`config.mk`:
```
export PLATFORM = sky130hd
export DESIGN_NAME = lcd_timing_driver
export DESIGN_NICKNAME = d
export VERILOG_FILES = /design/src/rtl/lcd_timing_driver.sv
export SDC_FILE = /design/constraint.sdc
export NUM_CORES = 1
export LEC_CHECK = 0
export ABC_AREA = 1
export CORE_MARGIN = 10
export CORE_UTILIZATION = 45
export CTS_BUF_LIST = sky130_fd_sc_hd__clkbuf_8
export DETAILED_ROUTE_END_ITERATION = 8
export PLACE_DENSITY = 0.75
export SYNTH_ARGS = -nofsm -noshare
export SYNTH_HDL_FRONTEND = slang
export SYNTH_SLANG_ARGS = --single-unit
```
`constraint.sdc`:
```
create_clock -name clk -period 2.5 [get_ports clk]
set_input_delay 0.5 -clock clk [delete_from_list [all_inputs] [get_ports clk]]
set_output_delay 0.5 -clock clk [all_outputs]
set_load 0.05 [all_outputs]
```
`src/rtl/lcd_timing_driver.sv`:
```
// Raster timing generator for a parallel RGB panel: free-running h/v counters,
// active-low syncs, a one-clock-early coordinate request and gated pixel output.
module lcd_timing_driver #(
    parameter int H_SYNC  = 128,
    parameter int H_BACK  = 88,
    parameter int H_DISP  = 800,
    parameter int H_FRONT = 40,
    parameter int V_SYNC  = 2,
    parameter int V_BACK  = 33,
    parameter int V_DISP  = 480,
    parameter int V_FRONT = 10
) (
    input  logic        clk,
    input  logic        rst_n,
    input  logic [23:0] lcd_data,
    output logic [11:0] lcd_xpos,
    output logic [11:0] lcd_ypos,
    output logic        lcd_request,
    output logic        lcd_hs,
    output logic        lcd_vs,
    output logic        lcd_de,
    output logic [23:0] lcd_rgb,
    output logic        frame_start,
    output logic [15:0] frame_cnt
);

    localparam logic [11:0] H_TOTAL = 12'(H_SYNC + H_BACK + H_DISP + H_FRONT);
    localparam logic [11:0] V_TOTAL = 12'(V_SYNC + V_BACK + V_DISP + V_FRONT);
    localparam logic [11:0] HS_END  = 12'(H_SYNC);
    localparam logic [11:0] VS_END  = 12'(V_SYNC);
    localparam logic [11:0] HA      = 12'(H_SYNC + H_BACK);
    localparam logic [11:0] HE      = 12'(H_SYNC + H_BACK + H_DISP);
    localparam logic [11:0] VA      = 12'(V_SYNC + V_BACK);
    localparam logic [11:0] VE      = 12'(V_SYNC + V_BACK + V_DISP);

    logic [11:0] h_cnt;
    logic [11:0] v_cnt;
    logic        h_wrap;
    logic        v_wrap;
    logic        h_act;
    logic        h_req;
    logic        v_act;

    assign h_wrap = (h_cnt == H_TOTAL - 12'd1);
    assign v_wrap = h_wrap && (v_cnt == V_TOTAL - 12'd1);

    always_ff @(posedge clk or negedge rst_n) begin
        if (!rst_n) begin
            h_cnt       <= '0;
            v_cnt       <= '0;
            frame_start <= 1'b0;
            frame_cnt   <= '0;
        end else begin
            h_cnt <= h_wrap ? 12'd0 : h_cnt + 12'd1;
            if (h_wrap)
                v_cnt <= v_wrap ? 12'd0 : v_cnt + 12'd1;
            // Registered so the pulse lands exactly on the cycle the counters read 0/0.
            frame_start <= v_wrap;
            if (v_wrap)
                frame_cnt <= frame_cnt + 16'd1;
        end
    end

    always_comb begin
        lcd_hs      = (h_cnt >= HS_END);
        lcd_vs      = (v_cnt >= VS_END);
        h_act       = (h_cnt >= HA) && (h_cnt < HE);
        h_req       = (h_cnt >= HA - 12'd1) && (h_cnt < HE - 12'd1);
        v_act       = (v_cnt >= VA) && (v_cnt < VE);
        lcd_de      = h_act && v_act;
        // Request runs one clock ahead to absorb the pattern stage's register.
        lcd_request = h_req && v_act;
        lcd_xpos    = lcd_request ? h_cnt - (HA - 12'd1) : 12'd0;
        lcd_ypos    = lcd_request ? v_cnt - VA : 12'd0;
        lcd_rgb     = lcd_de ? lcd_data : 24'h000000;
    end

endmodule

```
==> results of run 1 <==
[sequential cells by signal (all words and copies together), names as in the netlist]
register	flops
frame_cnt	16
frame_start	1
h_cnt	12
v_cnt	12
[power breakdown]
part,internal [W],leakage (nW),switching [W]
registers,0.000662,0.546,0
clock network,0.000397,0.0681,0.000241
logic,0.0000382,2.19,0.0000419
[layer usage]
metal	vias up	track usage [%]	share of wire, %
met5	-	0	0
met1	1738	20.1	37
met2	132	29.9	55
met4	0	2.60	1.6
li1	1854	-	-
met3	17	3.89	6.3
[cells by family (layout without fill, tap and decap cells)]
group | Yosys count | count (layout) | share of synthesized area [%]
buffers and inverters | 102 | 212 | 13.4
adder cells (fa/ha/maj) | 6 | 6 | 2.10
XOR/XNOR | 26 | 26 | 6.36
other | 1 | 2 | 0.105
AO/OA/AOI/OAI | 26 | 26 | 4.16
AND/OR/NAND/NOR | 328 | 329 | 45.3
flip-flops | 41 | 41 | 28.6
[worst max-delay path: stages, from the launching register on]
cell,delay (ns)
dfrtp_2,0.48
inv_4,0.10
nand2_1,0.09
nor2_2,0.13
nand2_2,0.09
nand3_4,0.11
nand3_4,0.13
clkbuf_16,0.20
nor3_4,0.20
buf_12,0.18
[worst paths after layout]
kind                                                start                         to  slack, ns  depth (start not counted)
worst max-delay path                 v_cnt[7]$_DFFE_PN0N_                lcd_rgb[14]     -0.007                          9
worst min-delay path                                rst_n   frame_cnt[4]$_DFFE_PN0P_       0.17                          2
worst max register to register         h_cnt[1]$_DFF_PN0_   frame_cnt[6]$_DFFE_PN0P_       0.58                          8
worst min register to register  frame_cnt[15]$_DFFE_PN0P_  frame_cnt[15]$_DFFE_PN0P_       0.54                          2
max in group asynchronous                           rst_n        h_cnt[10]$_DFF_PN0_       2.06                          2
min in group clk                frame_cnt[15]$_DFFE_PN0P_  frame_cnt[15]$_DFFE_PN0P_       0.54                          2
[metrics by stage]
stage / TNS, ns / cells
floorplan: -0.920 / 531
CTS: 0 / 729
detailed placement: 0 / 720
global placement: 0 / 720
finish: -0.0115 / 744
global route: -2.13 / 744
[cells in the mapped netlist (all sizes together)]
library cell  count  area [um2]
a21oi             6        30.0
buf              18         164
clkinv            1        3.75
conb              1        3.75
dfrtp            41        1030
ha                6        75.1
inv              83         312
nand2           163         632
nand3            35         220
nand4             8        50.1
nor2             80         402
nor3             41         312
nor4              1        6.26
o21ai            20         119
xnor2             2        17.5
xor2             24         210
[timing repair]
action	CTS	global route
cloned	0	5
resized for setup	20	77
buffers inserted	1	10
endpoints found under the setup margin	41	45
pin swaps	0	3
[final cells by class]
class	count	area [um2]	area share [%]
multi-input combinational	389	2430	42.1
timing repair buffer	120	1710	29.8
sequential	41	1040	18.0
tap	102	128	2.22
clock inverter	3	65.1	1.13
inverter	84	320	5.56
clock buffer	5	68.8	1.19
==> reports/qor.yml, run 1 <==
status: "finished, violations left"
failed_checks: "setup timing"
powerDensity_mw_per_mm2: 240
vias: 3741
ys_ff_latch: 41
min_period_over_period_pct: 100
grt_pass1_wl_mm: 16.5
setup_viol: 2
gp_congestion: 0.897
core_area_mm2: 0.00773
ios: 95
cts_buffer_depth: 2
root_buffer: "clkbuf_8"
drv_slew: 0
htree_levels: 2
cp-start-kind: "register"
hold_path.class: "input pin to async pin"
setup_slack_ns: -0.00662
nets: 673
die_w_um: 109
worstPathMaxFanout: 5
finalHoldViolations: 0
initial_core_util_pct: 46.4
postCtsHoldBufs: 0
vias_per_cell: 5.03
final_antenna_net_count: 0
numCtsBuffers: 5
finalPower_w: 0.00138
crit_required_ns: 2.00
hpwl_mm: 8.14
power.leakage_nw: 2.80
period_minus_slack_ns: 2.51
grt-ovfl-total: 0
n_antenna_cell: 0
track_usage_pct: 16.6
place_area_mm2: 0.00504
grt_setup_unrepaired: "true"
avgSynthCellArea_um2: 6.76
die_h_um: 109
die-area_mm2: 0.0119
worstMarginPinSlew_ns: 0.558
drv_cap: 0
first_iter_violations: 184
wl_mm: 11.9
final_cell_mix: "148 x nand2_1, 70 x inv_1, 52 x buf_12, 42 x nor2_1, 42 x clkdlybuf4s50_1"
final_common_cell: "nand2_1"
synthToLayoutAreaGrowth_pct: 60.8
fill_cells: 518
antenna_found_initial: 0
arrival_ns: 2.01
num_rows: 32
fin_area_mm2: 0.00576
firstDrtPassIters: 4
timing.hold.ws_ns: 0.169
synth_seq_area_share_pct: 28.6
grt_pass1_vias: 3417
synth.distinct_cells: 30
grt_max_degree: 23
wire_per_inst_um: 16.0
cts_tree: "done"
post-place-ws_ns: 0.186
fin_util_pct: 74.5
ir_worst_vdd_mv: 0.207
endpoint_kind: "primary output"
netlist_instances: 530
cts.sink_count: 41
layout-drive-gt1-share_pct: 30.7
drc: 0
synth_area_mm2: 0.00358
portBuffers: 92
yosysWarnings: 0
slew_headroom_pct: 62.7
clk_pin_slew_ns: 0.08
fmax_mhz: 399
clock_skew_ns: 0.00840
worstSkewPairLatency_ns: 0.30
worstSetupPathType: "register to primary output"
Note: power is estimated with default switching activity, not from simulation.
==> inputs of run 2 (changes only) <==
--- a/config.mk
+++ b/config.mk
@@ -6,10 +6,12 @@
 export NUM_CORES = 1
 export LEC_CHECK = 0
 export ABC_AREA = 1
+export ABC_CLOCK_PERIOD_IN_PS = 2500
 export CORE_MARGIN = 10
 export CORE_UTILIZATION = 45
 export CTS_BUF_LIST = sky130_fd_sc_hd__clkbuf_8
 export DETAILED_ROUTE_END_ITERATION = 8
+export GPL_TIMING_DRIVEN = 0
 export PLACE_DENSITY = 0.75
 export SYNTH_ARGS = -nofsm -noshare
 export SYNTH_HDL_FRONTEND = slang
==> reports/qor.yml, run 2 (synthesized netlist as in run 1, its figures left out) <==
wl_mm: 9.81
fin_cells: 743
track_usage_pct: 15.7
final_antenna_net_count: 0
wire_per_inst_um: 13.2
portBuffers: 92
first_iter_violations: 141
reg.largest.list: "frame_cnt (16), h_cnt (12), v_cnt (12)"
endpoint_kind: "primary output"
worstSetupPathType: "register to primary output"
final_common_cell: "nand2_1"
die-area_mm2: 0.0119
die_w_um: 109
num_rows: 32
tns_ns: 0
core_area_mm2: 0.00773
slew_headroom_pct: 65.2
vias: 3600
grt_pass1_wl_mm: 15.7
htree_levels: 2
postCtsHoldBufs: 0
drc: 0
top_register: "frame_cnt"
largest_reg_flops: 16
power.leakage_nw: 2.50
cp-start-kind: "register"
worstSkewPairLatency_ns: 0.30
synthToLayoutAreaGrowth_pct: 39.0
cts_buffer_depth: 2
vias_per_cell: 4.85
period_minus_slack_ns: 2.43
nets: 672
final_cell_mix: "152 x nand2_1, 73 x inv_1, 47 x nor2_1, 45 x buf_6, 42 x clkdlybuf4s50_1"
cts.sink_count: 41
crit_required_ns: 2.00
numPlacedInstances: 726
grt_setup_unrepaired: "true"
hold_path.class: "input pin to async pin"
grt_pass1_vias: 3359
setup_viol: 0
clk_pin_slew_ns: 0.08
n_antenna_cell: 0
numCtsBuffers: 5
crit-reg2reg-launch: "v_cnt[4]$_DFFE_PN0N_"
r2r_cells: 10
gp_congestion: 0.921
worstPathMaxFanout: 8
min_period_over_period_pct: 97.0
finalHoldViolations: 0
ir_worst_vdd_mv: 0.248
root_buffer: "clkbuf_8"
layout-drive-gt1-share_pct: 27.8
clock_skew_ns: 0.00560
die_h_um: 109
fmax_mhz: 412
worstMarginPinSlew_ns: 0.520
grt_max_degree: 38
ios: 95
hpwl_mm: 7.64
crit_start: "v_cnt[6]$_DFFE_PN0N_"
antenna_found_initial: 0
cts_tree: "done"
powerDensity_mw_per_mm2: 245
grt-ovfl-total: 0
initial_core_util_pct: 46.4
arrival_ns: 1.93
status: "finished, final reports clean"
firstDrtPassIters: 4
drv_slew: 0
drv_cap: 0
## run 2: final timing paths
check	to	slack (ns)
max	lcd_rgb[6]	0.07
min	h_cnt[11]$_DFF_PN0_	0.03
max reg2reg	frame_cnt[13]$_DFFE_PN0P_	0.91
min reg2reg	frame_cnt[1]$_DFFE_PN0P_	0.55
max in group asynchronous	v_cnt[7]$_DFFE_PN0N_	2.04
min in group clk	frame_cnt[1]$_DFFE_PN0P_	0.55
## run 2: area by class of cell
| class | count | area [um2] |
|---|---|---|
| Timing Repair Buffer | 102 | 1030 |
| Sequential cell | 41 | 1030 |
| Multi-Input combinational cell | 388 | 2190 |
| Clock buffer | 7 | 96.3 |
| Clock inverter | 1 | 5.00 |
| Fill cell | 683 | 2750 |
| Inverter | 84 | 318 |
| Buffer | 18 | 188 |
| Tap cell | 102 | 128 |
## run 2: where the power goes
group / switching (W) / internal [W] / total, W
clock: 0.000231 / 0.000250 / 0.000481
sequential: 0 / 0.000662 / 0.000662
combinational: 0.0000337 / 0.0000412 / 0.0000748
## run 2: timing repair
item / in CTS / in global routing
buffers inserted: 3 / 5
gates resized for setup: 303 / 66
gates cloned: 0 / 1
setup endpoints to repair: 49 / 50
## run 2: per-layer routing
| metal | up-vias | global-route usage (%) | wire length (um) |
|---|---|---|---|
| met4 | 0 | 3.62 | 91 |
| met3 | 9 | 3.54 | 665 |
| li1 | 1845 | - | - |
| met2 | 91 | 28.4 | 5030 |
| met5 | - | 0 | 0 |
| met1 | 1655 | 18.3 | 4020 |
## run 2: critical path, stage by stage, from the launching register on
cell	delay, ns
dfrtp_2	0.48
inv_4	0.11
nand2_1	0.07
nor2_1	0.12
nand2_2	0.09
nand3_4	0.09
nand3_4	0.14
clkbuf_16	0.20
nor3_2	0.13
buf_6	0.18
## run 2: per-stage QoR
stage	hold slack, ns	utilization, %	instance area [um2]	setup WS [ns]	power, W
floorplan	0.204	-	3590	-0.184	0.000695
global placement	0.500	60.0	4630	-0.539	0.000747
detailed placement	0.343	60.2	4650	-0.567	0.000751
CTS	0.0257	61.5	4750	0.00855	0.00123
global route	0.0222	64.4	4980	-0.0670	0.00126
finish	0.0277	64.4	4980	0.0745	0.00122
